### src/rtl/cmsdk_mcu_mtx_in_stage.sv
// Bus-matrix input stage: holds a master's address phase until an output arbiter accepts it, then relays the data-phase response.
// Latency: zero added cycles when accepted at once; otherwise one cycle after acceptance.
// Backpressure: HREADYOUTS low while a held transfer waits; mirrors the output stage's HREADYOUT during the data phase.
// Optional feature macro CMSDK_MTX_DEFSLV_EN: decode misses get a two-cycle ERROR response instead of aliasing to port 0.
module cmsdk_mcu_mtx_in_stage #(
  parameter int         ADDR_WIDTH = 32,
  parameter logic [3:0] REGION0    = 4'h0,
  parameter logic [3:0] REGION1    = 4'h2
) (
  input  logic                  HCLK,
  input  logic                  HRESETn,
  input  logic                  HSELS,
  input  logic [ADDR_WIDTH-1:0] HADDRS,
  input  logic [1:0]            HTRANSS,
  input  logic                  HWRITES,
  input  logic [2:0]            HSIZES,
  input  logic [2:0]            HBURSTS,
  input  logic [3:0]            HPROTS,
  input  logic                  HMASTLOCKS,
  input  logic                  HREADYS,
  input  logic                  active_out,
  input  logic                  readyout_out,
  input  logic                  resp_out,
  output logic [ADDR_WIDTH-1:0] ADDR_o,
  output logic [1:0]            TRANS_o,
  output logic                  WRITE_o,
  output logic [2:0]            SIZE_o,
  output logic [2:0]            BURST_o,
  output logic [3:0]            PROT_o,
  output logic                  MASTLOCK_o,
  output logic                  req_port0,
  output logic                  req_port1,
  output logic                  HREADYOUTS,
  output logic                  HRESPS
);

`ifdef CMSDK_MTX_DEFSLV_EN
  typedef enum logic [2:0] {
    ST_IDLE = 3'd0,
    ST_PEND = 3'd1,
    ST_DATA = 3'd2,
    ST_ERR1 = 3'd3,
    ST_ERR2 = 3'd4
  } state_t;
`else
  typedef enum logic [2:0] {
    ST_IDLE = 3'd0,
    ST_PEND = 3'd1,
    ST_DATA = 3'd2
  } state_t;
`endif

  state_t state_q, state_d;

  // Held copy of the address phase; only meaningful while in PEND.
  logic [ADDR_WIDTH-1:0] hold_addr_q, hold_addr_d;
  logic [1:0]            hold_trans_q, hold_trans_d;
  logic                  hold_write_q, hold_write_d;
  logic [2:0]            hold_size_q, hold_size_d;
  logic [2:0]            hold_burst_q, hold_burst_d;
  logic [3:0]            hold_prot_q, hold_prot_d;
  logic                  hold_lock_q, hold_lock_d;

  logic                  new_tran;
  logic                  accept;
  logic                  pend;
  logic                  capture;
  logic                  may_issue;
  logic [ADDR_WIDTH-1:0] dec_addr;
  logic [3:0]            dec_nibble;
  logic                  hit0, hit1;
  logic                  hit0_eff, hit1_eff;
  logic                  req0_c, req1_c;
  logic                  hready_c, hresp_c;

  assign new_tran = HSELS & HREADYS & HTRANSS[1];
  assign accept   = active_out & readyout_out;
  assign pend     = (state_q == ST_PEND);

  // Decode follows whichever address is currently presented downstream.
  assign dec_addr   = pend ? hold_addr_q : HADDRS;
  assign dec_nibble = dec_addr[ADDR_WIDTH-1 -: 4];
  assign hit0       = (dec_nibble == REGION0);
  assign hit1       = (dec_nibble == REGION1);

`ifdef CMSDK_MTX_DEFSLV_EN
  // Misses are routed to the internal error responder, never to a port.
  logic miss;
  assign miss     = ~hit0 & ~hit1;
  assign hit0_eff = hit0;
  assign hit1_eff = hit1;
`else
  // Anything that is not port 1 aliases onto port 0.
  assign hit0_eff = hit0 | ~hit1;
  assign hit1_eff = hit1 & ~hit0;
`endif

  // Next-state, request and master-response decode; defaults first.
  always_comb begin
    state_d   = state_q;
    capture   = 1'b0;
    may_issue = 1'b0;
    req0_c    = 1'b0;
    req1_c    = 1'b0;
    hready_c  = 1'b1;
    hresp_c   = 1'b0;

    case (state_q)
      ST_IDLE: begin
        may_issue = 1'b1;
      end
      ST_PEND: begin
        hready_c = 1'b0;
        req0_c   = hit0_eff;
        req1_c   = hit1_eff;
        if (accept) begin
          state_d = ST_DATA;
        end
      end
      ST_DATA: begin
        hready_c  = readyout_out;
        hresp_c   = resp_out;
        // A completing data phase overlaps the next address phase.
        may_issue = readyout_out;
      end
`ifdef CMSDK_MTX_DEFSLV_EN
      ST_ERR1: begin
        hready_c = 1'b0;
        hresp_c  = 1'b1;
        state_d  = ST_ERR2;
      end
      ST_ERR2: begin
        hready_c  = 1'b1;
        hresp_c   = 1'b1;
        may_issue = 1'b1;
      end
`endif
      default: begin
        state_d = ST_IDLE;
      end
    endcase

    // Evaluate a fresh address phase wherever the master is allowed to issue.
    if (may_issue) begin
      state_d = ST_IDLE;
      if (new_tran) begin
`ifdef CMSDK_MTX_DEFSLV_EN
        if (miss) begin
          state_d = ST_ERR1;
        end else
`endif
        begin
          req0_c = hit0_eff;
          req1_c = hit1_eff;
          if (accept) begin
            state_d = ST_DATA;
          end else begin
            capture = 1'b1;
            state_d = ST_PEND;
          end
        end
      end
    end

    // Present a quiet, ready interface while reset is asserted.
    if (!HRESETn) begin
      req0_c   = 1'b0;
      req1_c   = 1'b0;
      hready_c = 1'b1;
      hresp_c  = 1'b0;
    end
  end

  // Hold register next-state: load the live address phase only on capture.
  always_comb begin
    hold_addr_d  = hold_addr_q;
    hold_trans_d = hold_trans_q;
    hold_write_d = hold_write_q;
    hold_size_d  = hold_size_q;
    hold_burst_d = hold_burst_q;
    hold_prot_d  = hold_prot_q;
    hold_lock_d  = hold_lock_q;
    if (capture) begin
      hold_addr_d  = HADDRS;
      hold_trans_d = HTRANSS;
      hold_write_d = HWRITES;
      hold_size_d  = HSIZES;
      hold_burst_d = HBURSTS;
      hold_prot_d  = HPROTS;
      hold_lock_d  = HMASTLOCKS;
    end
  end

  // State and hold register update with synchronous active-low reset.
  always_ff @(posedge HCLK) begin
    if (!HRESETn) begin
      state_q      <= ST_IDLE;
      hold_addr_q  <= '0;
      hold_trans_q <= 2'b00;
      hold_write_q <= 1'b0;
      hold_size_q  <= 3'b000;
      hold_burst_q <= 3'b000;
      hold_prot_q  <= 4'b0000;
      hold_lock_q  <= 1'b0;
    end else begin
      state_q      <= state_d;
      hold_addr_q  <= hold_addr_d;
      hold_trans_q <= hold_trans_d;
      hold_write_q <= hold_write_d;
      hold_size_q  <= hold_size_d;
      hold_burst_q <= hold_burst_d;
      hold_prot_q  <= hold_prot_d;
      hold_lock_q  <= hold_lock_d;
    end
  end

  // Address phase to the output stages: held copy in PEND, live otherwise.
  assign ADDR_o     = pend ? hold_addr_q  : HADDRS;
  assign TRANS_o    = !HRESETn ? 2'b00 : (pend ? hold_trans_q : HTRANSS);
  assign WRITE_o    = pend ? hold_write_q : HWRITES;
  assign SIZE_o     = pend ? hold_size_q  : HSIZES;
  assign BURST_o    = pend ? hold_burst_q : HBURSTS;
  assign PROT_o     = pend ? hold_prot_q  : HPROTS;
  assign MASTLOCK_o = pend ? hold_lock_q  : HMASTLOCKS;

  assign req_port0  = req0_c;
  assign req_port1  = req1_c;
  assign HREADYOUTS = hready_c;
  assign HRESPS     = hresp_c;

endmodule

### config.mk
export PLATFORM = sky130hd
export DESIGN_NAME = cmsdk_mcu_mtx_in_stage
export DESIGN_NICKNAME = d
export VERILOG_FILES = /design/src/rtl/cmsdk_mcu_mtx_in_stage.sv
export SDC_FILE = /design/constraint.sdc
export NUM_CORES = 1
export LEC_CHECK = 0
export CORE_MARGIN = 8
export CORE_UTILIZATION = 39
export DETAILED_ROUTE_END_ITERATION = 6
export PLACE_DENSITY = 0.73
export SLEW_MARGIN = 20
export SYNTH_ARGS = -nofsm -noshare
export SYNTH_HDL_FRONTEND = slang
export SYNTH_SLANG_ARGS = --single-unit
### constraint.sdc
create_clock -name HCLK -period 1.4 [get_ports HCLK]
set_input_delay 0.14 -clock HCLK [delete_from_list [all_inputs] [get_ports HCLK]]
set_output_delay 0.14 -clock HCLK [all_outputs]
set_load 0.1 [all_outputs]
==> out/qor.yml, run 1 <==
drtIter0Drc: 91
relSlewSlack: 0.765
worst-path-max-fanout: 5
grt_antenna_before_repair: 0
top_usage_layer: "met2"
hold_buffers: 0
viasPerCell: 5.12
post-route-period-util: 1.29
hold_depth: 3
final_hold_viol_count: 0
area_growth_pct: 108
place_congestion: 0.712
syn_avg_cell_area_um2: 7.07
required_ns: 1.26
synthFlopType: "dfxtp_1"
final_common_cell: "nand2_1"
ios: 103
rows: 30
final_cell_mix: "nand2_1, buf_12, nand2_4"
clkSinkCount: 48
grt_use_total: 0.184
hp-start: "HRESETn"
cp-start-kind: "flop"
grtUsageMet1: 0.196
cts_made_buffers: 5
status: "finished with violations"
rsz0062_at_grt: "true"
drc: 0
cts_tree: "built"
synth_cell_types: 24
clockBufferDepth: 2
r2r_setup_slack_ns: -0.25
place.port_buffers: 102
die_w_um: 98.0
arrival_ns: 1.67
reg2reg_from: "state_q[0]"
worst_setup_path_end_kind: "output pin"
cts-root-buf: "clkbuf_8"
vias: 2958
place.detailed.hpwl_um: 6150
met2_usage: 0.338
start_util: 0.395
clock_skew_ns: 0.00499
finalNetCount: 551
worst-slew-pin-transition_ns: 0.352
wl_per_cell_um: 17.4
setup-tns-final_ns: -26.51
ir_drop_mv: 0.591
synth_seq_cells: 48
drt-pass1-iter-count: 4
grt_max_degree: 39
setup_viol: 96
path_clk_slew_ns: 0.08
path_class: "reg2out"
overflow: 0
ys_async_sr_fraction: 0
hold_class: "in2reg"
clk_latency_ns: 0.30
die_h_um: 98.0
htree_num_levels: 2
grtUsageMet3: 0.0498
grt_pass1_wl_um: 14500
power_leakage_nw: 2.49
synth_area_mm2: 0.00262
synth-edff-count: 0
violations: "setup timing"
maxCapViolations: 0
ys_seq_area_frac: 0.367
finalCriticalPeriod_ns: 1.81
yosysWarnings: 0
n_antenna_cell: 0
setup_slack_ns: -0.412
reg2reg_to: "hold_size_q[0]"
drt_wl_total_um: 10000
power_density_mw_per_mm2: 771
fmax_mhz: 552
syn_inst: 371
core_area_mm2: 0.00664
reg2regPathDepth: 6
synth_fp_nets: 424
preCtsSetupSlack_ns: -0.329
drv_slew: 0
first_global_vias: 2997
whs_endpoint: "state_q[1]"
final_antenna_net_count: 0
drive_gt1_frac: 0.396
die-area_mm2: 0.00960
## cells by family (layout without fill, tap and decap cells)
group / Yosys count / count (layout) / synth area share
compound gates: 9 / 9 / 0.0224
flops: 48 / 48 / 0.367
simple gates: 242 / 242 / 0.371
mux: 45 / 45 / 0.172
buf+inv: 27 / 154 / 0.0678
## cell type report
cell class,instances,area (µm²)
clock inverters,1,5.00
clock buffers,6,72.6
fillers,382,1200
well taps,80,100
repair buffers,147,2110
multi-input cells,296,2190
flip-flops and latches,48,966
## critical path: stages (launching register included)
cell	delay, ns
dfxtp_4	0.38
buf_6	0.11
nor2b_4	0.25
buf_6	0.15
clkbuf_16	0.17
nand2_4	0.07
nand2_8	0.06
buf_12	0.17
## power by group
part | switching [mW] | total [mW] | internal [mW]
Clock | 0.441 | 0.781 | 0.340
Combinational | 1.18 | 1.98 | 0.793
Sequential | 0.0351 | 1.44 | 1.41
Total | 1.66 | 4.20 | 2.54
## per-stage QoR
step / utilization / area (µm²) / power, mW / hold slack, ns / std cells
6_report: 0.820 / 5450 / 4.20 / 0.364 / 578
3_3_place_gp: 0.722 / 4800 / 3.29 / 0.442 / 553
5_1_grt: 0.820 / 5450 / 4.35 / 0.353 / 578
2_1_floorplan: - / 3110 / 2.60 / 0.282 / 371
4_1_cts: 0.782 / 5190 / 4.15 / 0.330 / 575
3_5_place_dp: 0.722 / 4800 / 3.31 / 0.448 / 553
## worst max path at each step
stage                 to  startpoint  cells after the start
5_1_grt        SIZE_o[0]  state_q[0]                      7
6_report       SIZE_o[0]  state_q[0]                      7
3_3_place_gp   req_port0  HTRANSS[1]                      5
4_1_cts        SIZE_o[2]  state_q[0]                      6
2_1_floorplan  req_port0  state_q[1]                      5
3_5_place_dp   req_port0  HTRANSS[1]                      5
## synthesized netlist by cell type, types with 2 or more instances
cell type,count,share of area
nand3_1,2,0.0038
a21oi_1,2,0.0038
buf_2,3,0.0057
o21a_1,2,0.0057
a21boi_0,2,0.0057
dfxtp_1,48,0.37
buf_12,4,0.031
clkbuf_1,19,0.027
nand2_1,230,0.33
mux2i_1,45,0.17
## timing repair
action                     in CTS  in global routing
buffers inserted                9                  5
gates cloned                    7                  3
setup endpoints to repair      83                 96
pin swaps                       1                 21
gates resized for setup        32                 57
## state kept, by name, summed over array words and instances (netlist names)
name and count:
state_q 2, hold_trans_q 2, hold_addr_q 32, hold_burst_q 3, hold_size_q 3, hold_write_q 1
hold_prot_q 4, hold_lock_q 1
## metal layers
metal | up-vias | share of wire | wire, µm
li1 | 1423 | - | -
met3 | 18 | 0.060 | 600
met5 | - | 0 | 0
met2 | 105 | 0.54 | 5430
met4 | 0 | 0.022 | 217
met1 | 1412 | 0.38 | 3780
Power figures use the tool's default switching activity.
==> run 2: changes to the inputs <==
--- a/config.mk
+++ b/config.mk
@@ -9,7 +9,6 @@
 export CORE_UTILIZATION = 39
 export DETAILED_ROUTE_END_ITERATION = 6
 export PLACE_DENSITY = 0.73
-export SLEW_MARGIN = 20
 export SYNTH_ARGS = -nofsm -noshare
 export SYNTH_HDL_FRONTEND = slang
 export SYNTH_SLANG_ARGS = --single-unit
==> results of run 2 <==
No change in the layout: final DEF, timing and power equal those of run 1.
